$ cat config.mk
export PLATFORM = sky130hd
export DESIGN_NAME = delay_timer_monitor
export DESIGN_NICKNAME = d
export VERILOG_FILES = /design/src/rtl/delay_timer_pkg.sv /design/src/rtl/edge_sync.sv /design/src/rtl/delay_timer_monitor.sv
export SDC_FILE = /design/constraint.sdc
export NUM_CORES = 1
export LEC_CHECK = 0
export ABC_AREA = 1
export CORE_MARGIN = 8
export CORE_UTILIZATION = 44
export CTS_CLUSTER_SIZE = 14
export DETAILED_ROUTE_END_ITERATION = 8
export HOLD_SLACK_MARGIN = 0.1
export PLACE_DENSITY = 0.71
export SLEW_MARGIN = 20
export SYNTH_ARGS = -nofsm -noshare
export SYNTH_HDL_FRONTEND = slang
export SYNTH_SLANG_ARGS = --single-unit
$ cat constraint.sdc
create_clock -name clk -period 2.2 [get_ports clk]
set_input_delay 0.44 -clock clk [delete_from_list [all_inputs] [get_ports clk]]
set_output_delay 0.44 -clock clk [all_outputs]
set_load 0.01 [all_outputs]
$ cat src/rtl/delay_timer_pkg.sv
// Shared types and constants for the delay timer monitor.
package delay_timer_pkg;

  typedef enum logic [1:0] {
    IDLE      = 2'd0,
    WAIT_TRIG = 2'd1,
    DELAY     = 2'd2,
    WIDTH     = 2'd3
  } state_e;

  localparam int CNT_W_DEF = 8;
  localparam logic [CNT_W_DEF-1:0] CNT_MAX_DEF = '1;

endpackage

$ cat src/rtl/edge_sync.sv
// One-bit input synchroniser with rise/fall detection. MONITOR_SYNC2_EN selects
// a two-flop synchroniser; otherwise a single input flop is used.
module edge_sync #(
  parameter logic RST_VAL = 1'b0
) (
  input  logic clk,
  input  logic rst,
  input  logic d,
  output logic rise,
  output logic fall
);

  logic sync_q;
  logic hist_q;

`ifdef MONITOR_SYNC2_EN
  logic meta_q;

  always_ff @(posedge clk or posedge rst) begin
    if (rst) begin
      meta_q <= RST_VAL;
      sync_q <= RST_VAL;
      hist_q <= RST_VAL;
    end else begin
      meta_q <= d;
      sync_q <= meta_q;
      hist_q <= sync_q;
    end
  end
`else
  always_ff @(posedge clk or posedge rst) begin
    if (rst) begin
      sync_q <= RST_VAL;
      hist_q <= RST_VAL;
    end else begin
      sync_q <= d;
      hist_q <= sync_q;
    end
  end
`endif

  assign rise = sync_q & ~hist_q;
  assign fall = ~sync_q & hist_q;

endmodule

$ cat src/rtl/delay_timer_monitor.sv
// Measures trigger-to-output delay and output pulse width of a delay timer.
// Input synchroniser depth is selected by MONITOR_SYNC2_EN (see edge_sync).
module delay_timer_monitor
  import delay_timer_pkg::*;
#(
  parameter int CNT_W = CNT_W_DEF
) (
  input  logic             clk,
  input  logic             RESET,
  input  logic             i_en,
  input  logic             i_TRIG,
  input  logic             i_delay_n,
  output logic [CNT_W-1:0] o_delay_cnt,
  output logic [CNT_W-1:0] o_width_cnt,
  output logic             o_valid,
  output logic             o_sat,
  output logic             o_abort,
  output logic             o_busy,
  output state_e           o_state
);

  localparam logic [CNT_W-1:0] CNT_MAX = '1;

  logic trig_rise, trig_fall;
  logic out_on, out_off;

  edge_sync #(.RST_VAL(1'b0)) u_trig_sync (
    .clk  (clk),
    .rst  (RESET),
    .d    (i_TRIG),
    .rise (trig_rise),
    .fall (trig_fall)
  );

  // i_delay_n is active low: its falling edge is the output asserting.
  edge_sync #(.RST_VAL(1'b1)) u_out_sync (
    .clk  (clk),
    .rst  (RESET),
    .d    (i_delay_n),
    .rise (out_off),
    .fall (out_on)
  );

  state_e           state;
  logic [CNT_W-1:0] dcnt, wcnt, dlat;
  logic [CNT_W-1:0] d_inc, w_inc;
  logic             d_max, w_max;
  logic             sat;

  // A counter already at max that is asked to advance marks the capture saturated.
  always_comb begin
    d_max = (dcnt == CNT_MAX);
    w_max = (wcnt == CNT_MAX);
    d_inc = d_max ? dcnt : dcnt + 1'b1;
    w_inc = w_max ? wcnt : wcnt + 1'b1;
  end

  always_ff @(posedge clk or posedge RESET) begin
    if (RESET) begin
      state       <= IDLE;
      dcnt        <= '0;
      wcnt        <= '0;
      dlat        <= '0;
      sat         <= 1'b0;
      o_delay_cnt <= '0;
      o_width_cnt <= '0;
      o_valid     <= 1'b0;
      o_sat       <= 1'b0;
      o_abort     <= 1'b0;
      o_busy      <= 1'b0;
    end else begin
      o_valid <= 1'b0;
      if (!i_en) begin
        state  <= IDLE;
        o_busy <= 1'b0;
      end else begin
        case (state)
          IDLE: state <= WAIT_TRIG;
          WAIT_TRIG: begin
            if (trig_rise) begin
              sat    <= 1'b0;
              dcnt   <= '0;
              o_busy <= 1'b1;
              if (out_on) begin
                state <= WIDTH;
                dlat  <= '0;
                wcnt  <= '0;
              end else begin
                state <= DELAY;
              end
            end
          end
          DELAY: begin
            if (out_on) begin
              state <= WIDTH;
              dlat  <= d_inc;
              wcnt  <= '0;
              sat   <= sat | d_max;
            end else if (trig_fall) begin
              state       <= WAIT_TRIG;
              o_busy      <= 1'b0;
              o_valid     <= 1'b1;
              o_abort     <= 1'b1;
              o_sat       <= sat | d_max;
              o_delay_cnt <= d_inc;
              o_width_cnt <= '0;
            end else begin
              dcnt <= d_inc;
              sat  <= sat | d_max;
            end
          end
          WIDTH: begin
            if (out_off) begin
              state       <= WAIT_TRIG;
              o_busy      <= 1'b0;
              o_valid     <= 1'b1;
              o_abort     <= 1'b0;
              o_sat       <= sat | w_max;
              o_delay_cnt <= dlat;
              o_width_cnt <= w_inc;
            end else begin
              wcnt <= w_inc;
              sat  <= sat | w_max;
            end
          end
          default: state <= IDLE;
        endcase
      end
    end
  end

  assign o_state = state;

endmodule

Word-level counts from Yosys, hierarchy flattened:

Index checks and enable logic that the tools add are counted.
Widths: inputs -> output; s select.

* bits in registers: 51
* input port bits: 5
* word-level logic and storage cells: 110
* output and inout port bits: 22

* eq/ne operators: 20
* add/subtract/negate cells: 2
* bitwise operators: 10
* reductions and logical operators: 11
* multiplexer cells: 52

Operators by type and width (number)
* $mux 8: 17
* $pmux 8 s2: 4
* $reduce_and 5->1: 5
* $pmux 8 s3: 1
* $mux 1: 19
* $add 8x1->8 const B: 2
* $eq 8x8->1 const B: 2
* $ne 2x2->1 const B: 8
* $ne 3x3->1 const B: 5
* $mux 2: 5
* $pmux 2 s4: 1
* $pmux 1 s2: 3
* $pmux 1 s3: 2
* $and 1x1->1: 4
* $eq 2x2->1 const B: 2
* $ne 4x1->1 const B: 1
* $ne 4x4->1 const B: 1
* $not 1->1: 4
* $reduce_and 4->1: 1
* $reduce_bool 2->1: 2
* $reduce_and 3->1: 1
* $reduce_bool 3->1: 1
* $eq 2x1->1 const B: 1
* $logic_not 2->1: 1
* $or 1x1->1: 2

Longest topological paths before layout:

Gate-level depths: netlist of the first run.

* word-level depth: 6
* mapped depth: 11
* mapped depth without buffers: 10

Hierarchy:

A second synthesis of the first run with hierarchy kept.

* cells, all modules: 369
* area, all modules: 2762.6 µm²

By module, submodules not included
* delay_timer_monitor: times used 1, area each 2622.5 µm², seq. area each 1176.1 µm², cells an instance 355
* edge_sync at u_out_sync: times used 1, area each 71.3 µm², seq. area each 52.6 µm², cells an instance 7
* edge_sync at u_trig_sync: times used 1, area each 68.8 µm², seq. area each 50.0 µm², cells an instance 7

Least setup slack after synthesis of the first run:

Ideal clock, no wire load.

* path type: register -> register
* start: register state[0], in the netlist o_state[0]
* end: register dlat[1]
* arrival: 1.438 ns
* setup slack: 0.635 ns
* library setup time: 0.126 ns
* required time: 2.074 ns
* stages on the path, launching flop included: 12
* clock period less this slack: 1.565 ns
* buffers on the path: 1
* cells stage by stage: dfrtp_1 > inv_1 > ha_1 > inv_2 > nand2_2 > nand2_1 > nand2_1 > nor2_2 > inv_2 > buf_6 > nand2_1 > o21ai_0

* longest elaborated chain between the ends: 3
* elaborated cells between the ends (all ways): 8
* classes of those cells: eq/ne (5); mux (1); reduce/logical (2)

Ends and longest elaborated chain
* start: declaration: line delay_timer_monitor.sv:44 `state_e state;`
* start signal: assignment: line delay_timer_monitor.sv:60 `state <= IDLE;`
* start signal: assignment: line delay_timer_monitor.sv:74 `state <= IDLE;`
* start signal: assignment: line delay_timer_monitor.sv:78 `IDLE: state <= WAIT_TRIG;`
* $eq 2x1->1 or $eq 2x2->1 (tied branches): line delay_timer_monitor.sv:77 `case (state)`
* $ne 2x2->1 (no source line) or $reduce_bool 2->1 (tied branches)
* $reduce_and 5->1 (no source line)
* end signal: assignment: line delay_timer_monitor.sv:96 `dlat <= d_inc;`
* end: declaration: line delay_timer_monitor.sv:45 `logic [CNT_W-1:0] dcnt, wcnt, dlat;`

Several ways; a longest one is shown, not always the timed one.
A chain may end at the register's enable or synchronous reset.

Worst setup path in the final report of the first run:

* start: register state[0], in the netlist o_state[0]
* end: output o_state[0]

RTL lines
* end: declaration: line delay_timer_monitor.sv:19 `output state_e o_state`

No word-level cell between the ends.

==> results of run 1 <==
==> area by class of cell <==
| class | instances | area, sq um |
|---|---|---|
| Clock buffer | 8 | 80.1 |
| Fill cell | 577 | 2820 |
| Inverter | 34 | 128 |
| Multi-Input combinational cell | 266 | 1260 |
| Sequential cell | 51 | 1280 |
| Tap cell | 75 | 93.8 |
| Timing Repair Buffer | 34 | 333 |
==> per-layer routing <==
metal,share of wire [%],vias to the layer above,track usage (%)
met5,0,-,0
met4,1.7,0,5.85
met3,5.1,7,3.25
met2,46,51,22.7
met1,47,1056,18.0
li1,-,1211,-
==> registers in the layout (all words and copies together) (netlist names) <==
signal,cells
dlat,8
o_abort,1
u_out_sync.hist_q,1
dcnt,8
u_trig_sync.sync_q,1
o_width_cnt,8
sat,1
o_busy,1
o_sat,1
o_delay_cnt,8
wcnt,8
o_valid,1
u_trig_sync.hist_q,1
o_state,2
u_out_sync.sync_q,1
==> power by group <==
part	switching (uW)	leakage, uW	total (uW)	internal, uW
clock	292	0.0000395	519	227
sequential	218	0.000667	1420	1200
combinational	766	0.000826	1330	563
==> cells by family (layout without fill, tap and decap cells) <==
kind of cell,after synthesis,in the layout
flip-flops,51,51
XOR/XNOR,2,2
AO/OA/AOI/OAI,44,44
buffers and inverters,44,76
AND/OR/NAND/NOR,214,214
adder cells (fa/ha/maj),6,6
==> through the flow <==
step / util, % / area (sq um) / power, uW
final: 52.9 / 3170 / 3270
after global routing: 52.9 / 3170 / 3570
after CTS: 52.9 / 3170 / 3310
after detailed placement: 51.6 / 3090 / 2780
after global placement: 51.6 / 3090 / 2750
after floorplan: - / 2740 / 2320
==> cells in the final DEF, fill, tap and decap left out, drive strengths merged <==
master | Yosys | routed
clkdlybuf4s50 | 0 | 26
dfstp | 2 | 2
xnor2 | 2 | 2
nor2 | 38 | 38
dfrtp | 49 | 49
nand2 | 134 | 134
ha | 6 | 6
a21oi | 13 | 13
nand3 | 37 | 37
o21ai | 29 | 29
buf | 10 | 8
or2 | 1 | 1
nand4 | 4 | 4
o211ai | 2 | 2
clkbuf | 0 | 8
inv | 34 | 34
==> synthesized netlist by cell type, types with 3 or more instances <==
library cell | instances | area, sq um
nor2_4 | 4 | 45.0
dfrtp_1 | 49 | 1230
o21ai_0 | 17 | 85.1
buf_6 | 4 | 45.0
nand3_2 | 3 | 30.0
nand4_1 | 3 | 18.8
nand3_1 | 34 | 170
o21ai_1 | 12 | 60.1
a21oi_1 | 13 | 65.1
inv_2 | 5 | 18.8
nor2_1 | 29 | 109
nand2_1 | 128 | 480
nand2_2 | 6 | 37.5
buf_2 | 5 | 25.0
inv_1 | 29 | 109
ha_1 | 6 | 75.1
nor2_2 | 5 | 31.3
==> path summary, 6_finish.rpt <==
path | from | to | slack (ps)
setup / recovery | o_state[0] | o_state[0] | 480
hold / removal | u_trig_sync.sync_q | u_trig_sync.hist_q | 400
setup reg to reg | o_state[0] | dcnt[6] | 480
hold reg to reg | u_trig_sync.sync_q | u_trig_sync.hist_q | 400
max in group asynchronous | RESET | u_out_sync.sync_q | 1440
min in group asynchronous | RESET | o_width_cnt[6] | 480
==> qor.yml, run 1 <==
synth:
  avgSynthCellArea_sq_um: 7.60
  synth_cell_types: 23
  yosys.area_share.simple_pct: 34.3
  ys_ff_latch: 51
  synthArstFlopShare_pct: 100
  synth_edf_count: 0
  synthAdderAreaFrac_pct: 2.74
  synth_xor_area_share_pct: 0.639
  synth_compound_area_share_pct: 8.21
  synthCells: 361
  yosysWarnings: 0
  syn_area_sq_um: 2740
  synth_ff_type: "dfrtp_1"
  synth_mux_area_share_pct: 0
  synth_nets: 372
  seq_area_frac_synth_pct: 46.6
  synth_top_family_by_area: "simple AND/OR/NAND/NOR gates"
floorplanning:
  die-area_sq_um: 9020
  chipWidth_um: 95.0
  num_rows: 28
  pin_count: 27
  initial_core_util_pct: 45.8
  core_sq_um: 5990
  die_height_um: 95.0
status:
  outcome: "finished, final reports clean"
sta:
  final_hold_viol_count: 0
  slew-limit-headroom_pct: 77.6
  hold_ws_ps: 403
  clock-skew-final_ps: 7.01
  fin_crit_sh_pct: 78.3
  worst_slack_ps: 478
  setup_violations: 0
  fmax_mhz: 581
  slew_viol_final: 0
  rsz0062_at_grt: "no"
  final.setup.tns_ps: 0
  worst_slew_pin_slew_ps: 335
  fin_crit_ps: 1720
power_and_ir_drop:
  leakage_uw: 0.00153
  power_density_nw_per_um2: 1030
  peakVddDrop_uv: 463
critical_path:
  cp_max_fo: 5
  path_depth: 1
  crit_required_ps: 1760
  cp_data_arrival_time_ps: 1280
  cpMaxStageDelayCell: "clkdlybuf4s50_1"
  max_stage_delay_ps: 560
  path_class: "reg2out"
  critPathLaunchType: "flip-flop"
  r2r_cells: 8
  worstPathCellList: "clkdlybuf4s50_1"
  path_delay_family: "buffers and inverters"
  cp-end-kind: "primary output"
  critPathBufInv: 1
detailed_routing:
  num_vias: 2325
  firstDrtPassIters: 4
  drc: 0
  wire_per_inst_um: 12.0
  avgViaCountPerCell: 4.97
  detail-route-antenna-nets: 0
  wl_mm: 5.63
  dr.first_iter.drc_count: 211
grt:
  grt_pass1_wl_mm: 10.3
  antenna_found_initial: 0
  grt_pass1_vias: 2284
  grt_usage_pct: 14.2
  grt_max_degree: 52
  overflow: 0
placement:
  dp_slack_ps: 246
  gp_congestion: 0.886
  place_inst: 460
  numPortBuffers: 26
  dp_hpwl_mm: 4.22
layout:
  final_layout_size_suffix_gt1_share_pct: 10.4
  fin_nets: 403
  syn_to_final_growth_pct: 15.6
  stdcell_count: 468
  antenna_cells: 0
clocking:
  path_clk_slew_ps: 90
  cts_tree: "built"
  cts-resized-gates: 0
  numCtsBuffers: 5
  root_buffer: "clkbuf_8"
  cts_sinks: 51
  clk_latency_ps: 300
  postCtsSetupBuffers: 0
  postCtsHoldBufs: 0
  htreeDepth: 2
  clk_path_buf_depth: 2
job:
  maxCapViolCount: 0
worst_hold_path:
  hp-class: "reg2reg"
  whs_path_depth: 0
Note: power is estimated with default switching activity, not from simulation.
==> run 2: changes to the inputs <==
--- a/config.mk
+++ b/config.mk
@@ -11,7 +11,7 @@
 export CTS_CLUSTER_SIZE = 14
 export DETAILED_ROUTE_END_ITERATION = 8
 export HOLD_SLACK_MARGIN = 0.1
-export PLACE_DENSITY = 0.71
+export PLACE_DENSITY = 0.74
 export SLEW_MARGIN = 20
 export SYNTH_ARGS = -nofsm -noshare
 export SYNTH_HDL_FRONTEND = slang
==> constraint.sdc (replaced) <==
create_clock -name clk -period 1.4 [get_ports clk]
set_input_delay 0.28 -clock clk [delete_from_list [all_inputs] [get_ports clk]]
set_output_delay 0.28 -clock clk [all_outputs]
set_load 0.01 [all_outputs]
==> qor.yml, run 2 (synthesized netlist as in run 1, its figures left out) <==
clocking:
  clk_latency_ps: 320  # +20 ps
  htreeDepth: 2  # unchanged
  numCtsBuffers: 5  # unchanged
  cts_tree: "built"
  cts_sinks: 51  # unchanged
  clk_path_buf_depth: 2  # unchanged
  root_buffer: "clkbuf_8"
  path_clk_slew_ps: 90  # about the same
detailed_routing:
  firstDrtPassIters: 4  # unchanged
  num_vias: 2580  # +11%
  detail-route-antenna-nets: 0  # unchanged
  avgViaCountPerCell: 5.08  # +2.2%
  wire_per_inst_um: 13.6  # +13%
  drc: 0  # unchanged
  dr.first_iter.drc_count: 96  # -55%
  wl_mm: 6.91  # +23%
floorplanning:
  die_height_um: 95.0  # unchanged
  chipWidth_um: 95.0  # unchanged
  pin_count: 27  # unchanged
  num_rows: 28  # unchanged
  die-area_sq_um: 9020  # unchanged
  core_sq_um: 5990  # unchanged
  initial_core_util_pct: 45.8  # unchanged
sta:
  fmax_mhz: 643
  fin_crit_ps: 1560
  clock-skew-final_ps: 10.8  # +3.83 ps
  fin_crit_sh_pct: 111
  setup_violations: 48  # +48
  worst_slew_pin_slew_ps: 284  # -50.8 ps
  worst_slack_ps: -156  # -633 ps
  final_hold_viol_count: 0  # unchanged
  slew-limit-headroom_pct: 81.0  # +3.4 points
  rsz0062_at_grt: "yes"
  slew_viol_final: 0  # unchanged
  hold_ws_ps: 362  # -41.4 ps
  final.setup.tns_ps: -4110  # -4110 ps
worst_hold_path:
  hp-class: "in2async"
layout:
  syn_to_final_growth_pct: 35.7
  n_fill_cell: 518  # -10%
  antenna_cells: 0  # unchanged
  fin_nets: 443  # +9.9%
  final_common_cell: "nand2_1"
  final_cell_mix: "115 x nand2_1, 47 x dfrtp_1, 35 x buf_4"
  final_layout_size_suffix_gt1_share_pct: 28.4  # +18 points
critical_path:
  path_common_cell: "buf_4"
  r2r_slack_ps: -150  # -630 ps
  r2r_start: "o_state[0]"
  worstPathCellList: "buf_4, buf_4, buf_4, buf_4"
  cp_max_fo: 4  # -1
  max_stage_delay_ps: 430  # -130 ps
  critPathLaunchType: "flip-flop"
  cp_data_arrival_time_ps: 1280  # about the same
  cpMaxStageDelayCell: "dfrtp_2"
  cp-end-kind: "primary output"
  worstSetupStartpoint: "o_state[0]"
  path_class: "reg2out"
  crit_required_ps: 1120  # -640 ps
placement:
  gp_congestion: 0.859  # -3.1%
  dp_hpwl_mm: 4.68  # +11%
  numPortBuffers: 26  # unchanged
grt:
  grt_usage_pct: 15.7  # +1.5 points
  grt_pass1_wl_mm: 11.3  # +9.6%
  antenna_found_initial: 0  # unchanged
  grt_max_degree: 52  # unchanged
  grt_pass1_vias: 2506  # +9.7%
  overflow: 0  # unchanged
power_and_ir_drop:
  power_density_nw_per_um2: 1600  # +55%
  leakage_uw: 0.00188  # +23%
  peakVddDrop_uv: 716  # +55%
status:
  violations: "negative setup slack"
  outcome: "finished, violations left"
job:
  maxCapViolCount: 0  # unchanged
run 2: path summary, 6_finish.rpt:
path	end	cells past startpoint
setup / recovery	o_state[0]	4
hold / removal	o_width_cnt[1]	3
setup reg to reg	o_delay_cnt[5]	8
hold reg to reg	u_trig_sync.hist_q	0
max in group asynchronous	u_out_sync.hist_q	3
min in group clk	u_out_sync.sync_q	1
run 2: power breakdown:
group          switching (uW)  internal, uW
combinational            1570          1250
clock                     518           406
sequential                321          1900
total                    2410          3550
run 2: stage by stage:
stage	total power [uW]	setup slack (ps)	util, %	instances	instance area [sq um]
floorplan	3710	-40.2	-	361	2790
global placement	4660	-222	55.8	487	3340
detailed placement	4720	-318	55.8	487	3340
CTS	5690	-140	59.4	502	3560
global route	6400	-217	62.1	508	3720
finish	5960	-156	62.1	508	3720
run 2: what timing repair did:
item                                    in CTS  in global routing
resized for setup                           56                 28
buffers inserted                             6                  5
gates cloned                                 1                  1
pin swaps                                   11                 15
hold buffers                                 0                  0
endpoints found under the setup margin      67                 47
run 2: layout make-up:
class | count | area (sq um) | share of cell area [%]
Clock inverter | 1 | 8.76 | 0.235
Clock buffer | 7 | 86.3 | 2.32
Sequential cell | 51 | 1280 | 34.4
Multi-Input combinational cell | 267 | 1450 | 39.0
Timing Repair Buffer | 73 | 664 | 17.8
Inverter | 34 | 136 | 3.66
Tap cell | 75 | 93.8 | 2.52
run 2: layer usage:
layer | up-vias | share of wire, % | global-route usage (%)
li1 | 1290 | - | -
met1 | 1224 | 44 | 19.5
met2 | 54 | 51 | 26.3
met3 | 12 | 3.7 | 2.54
met4 | 0 | 1.5 | 6.63
met5 | - | 0 | 0
run 2: critical path, delay by kind of cell (launching register included):
family,cells,cell delay [ps]
flip-flops,1,430
buffers and inverters,4,530
==> run 3: changes to the inputs <==
--- a/config.mk
+++ b/config.mk
@@ -6,13 +6,13 @@
 export NUM_CORES = 1
 export LEC_CHECK = 0
 export ABC_AREA = 1
+export CAP_MARGIN = 20
 export CORE_MARGIN = 8
 export CORE_UTILIZATION = 44
-export CTS_CLUSTER_SIZE = 14
+export CTS_CLUSTER_SIZE = 40
 export DETAILED_ROUTE_END_ITERATION = 8
 export HOLD_SLACK_MARGIN = 0.1
 export PLACE_DENSITY = 0.74
-export SLEW_MARGIN = 20
 export SYNTH_ARGS = -nofsm -noshare
 export SYNTH_HDL_FRONTEND = slang
 export SYNTH_SLANG_ARGS = --single-unit
==> results of run 3 <==
No change in the layout: final DEF, timing and power equal those of run 2.
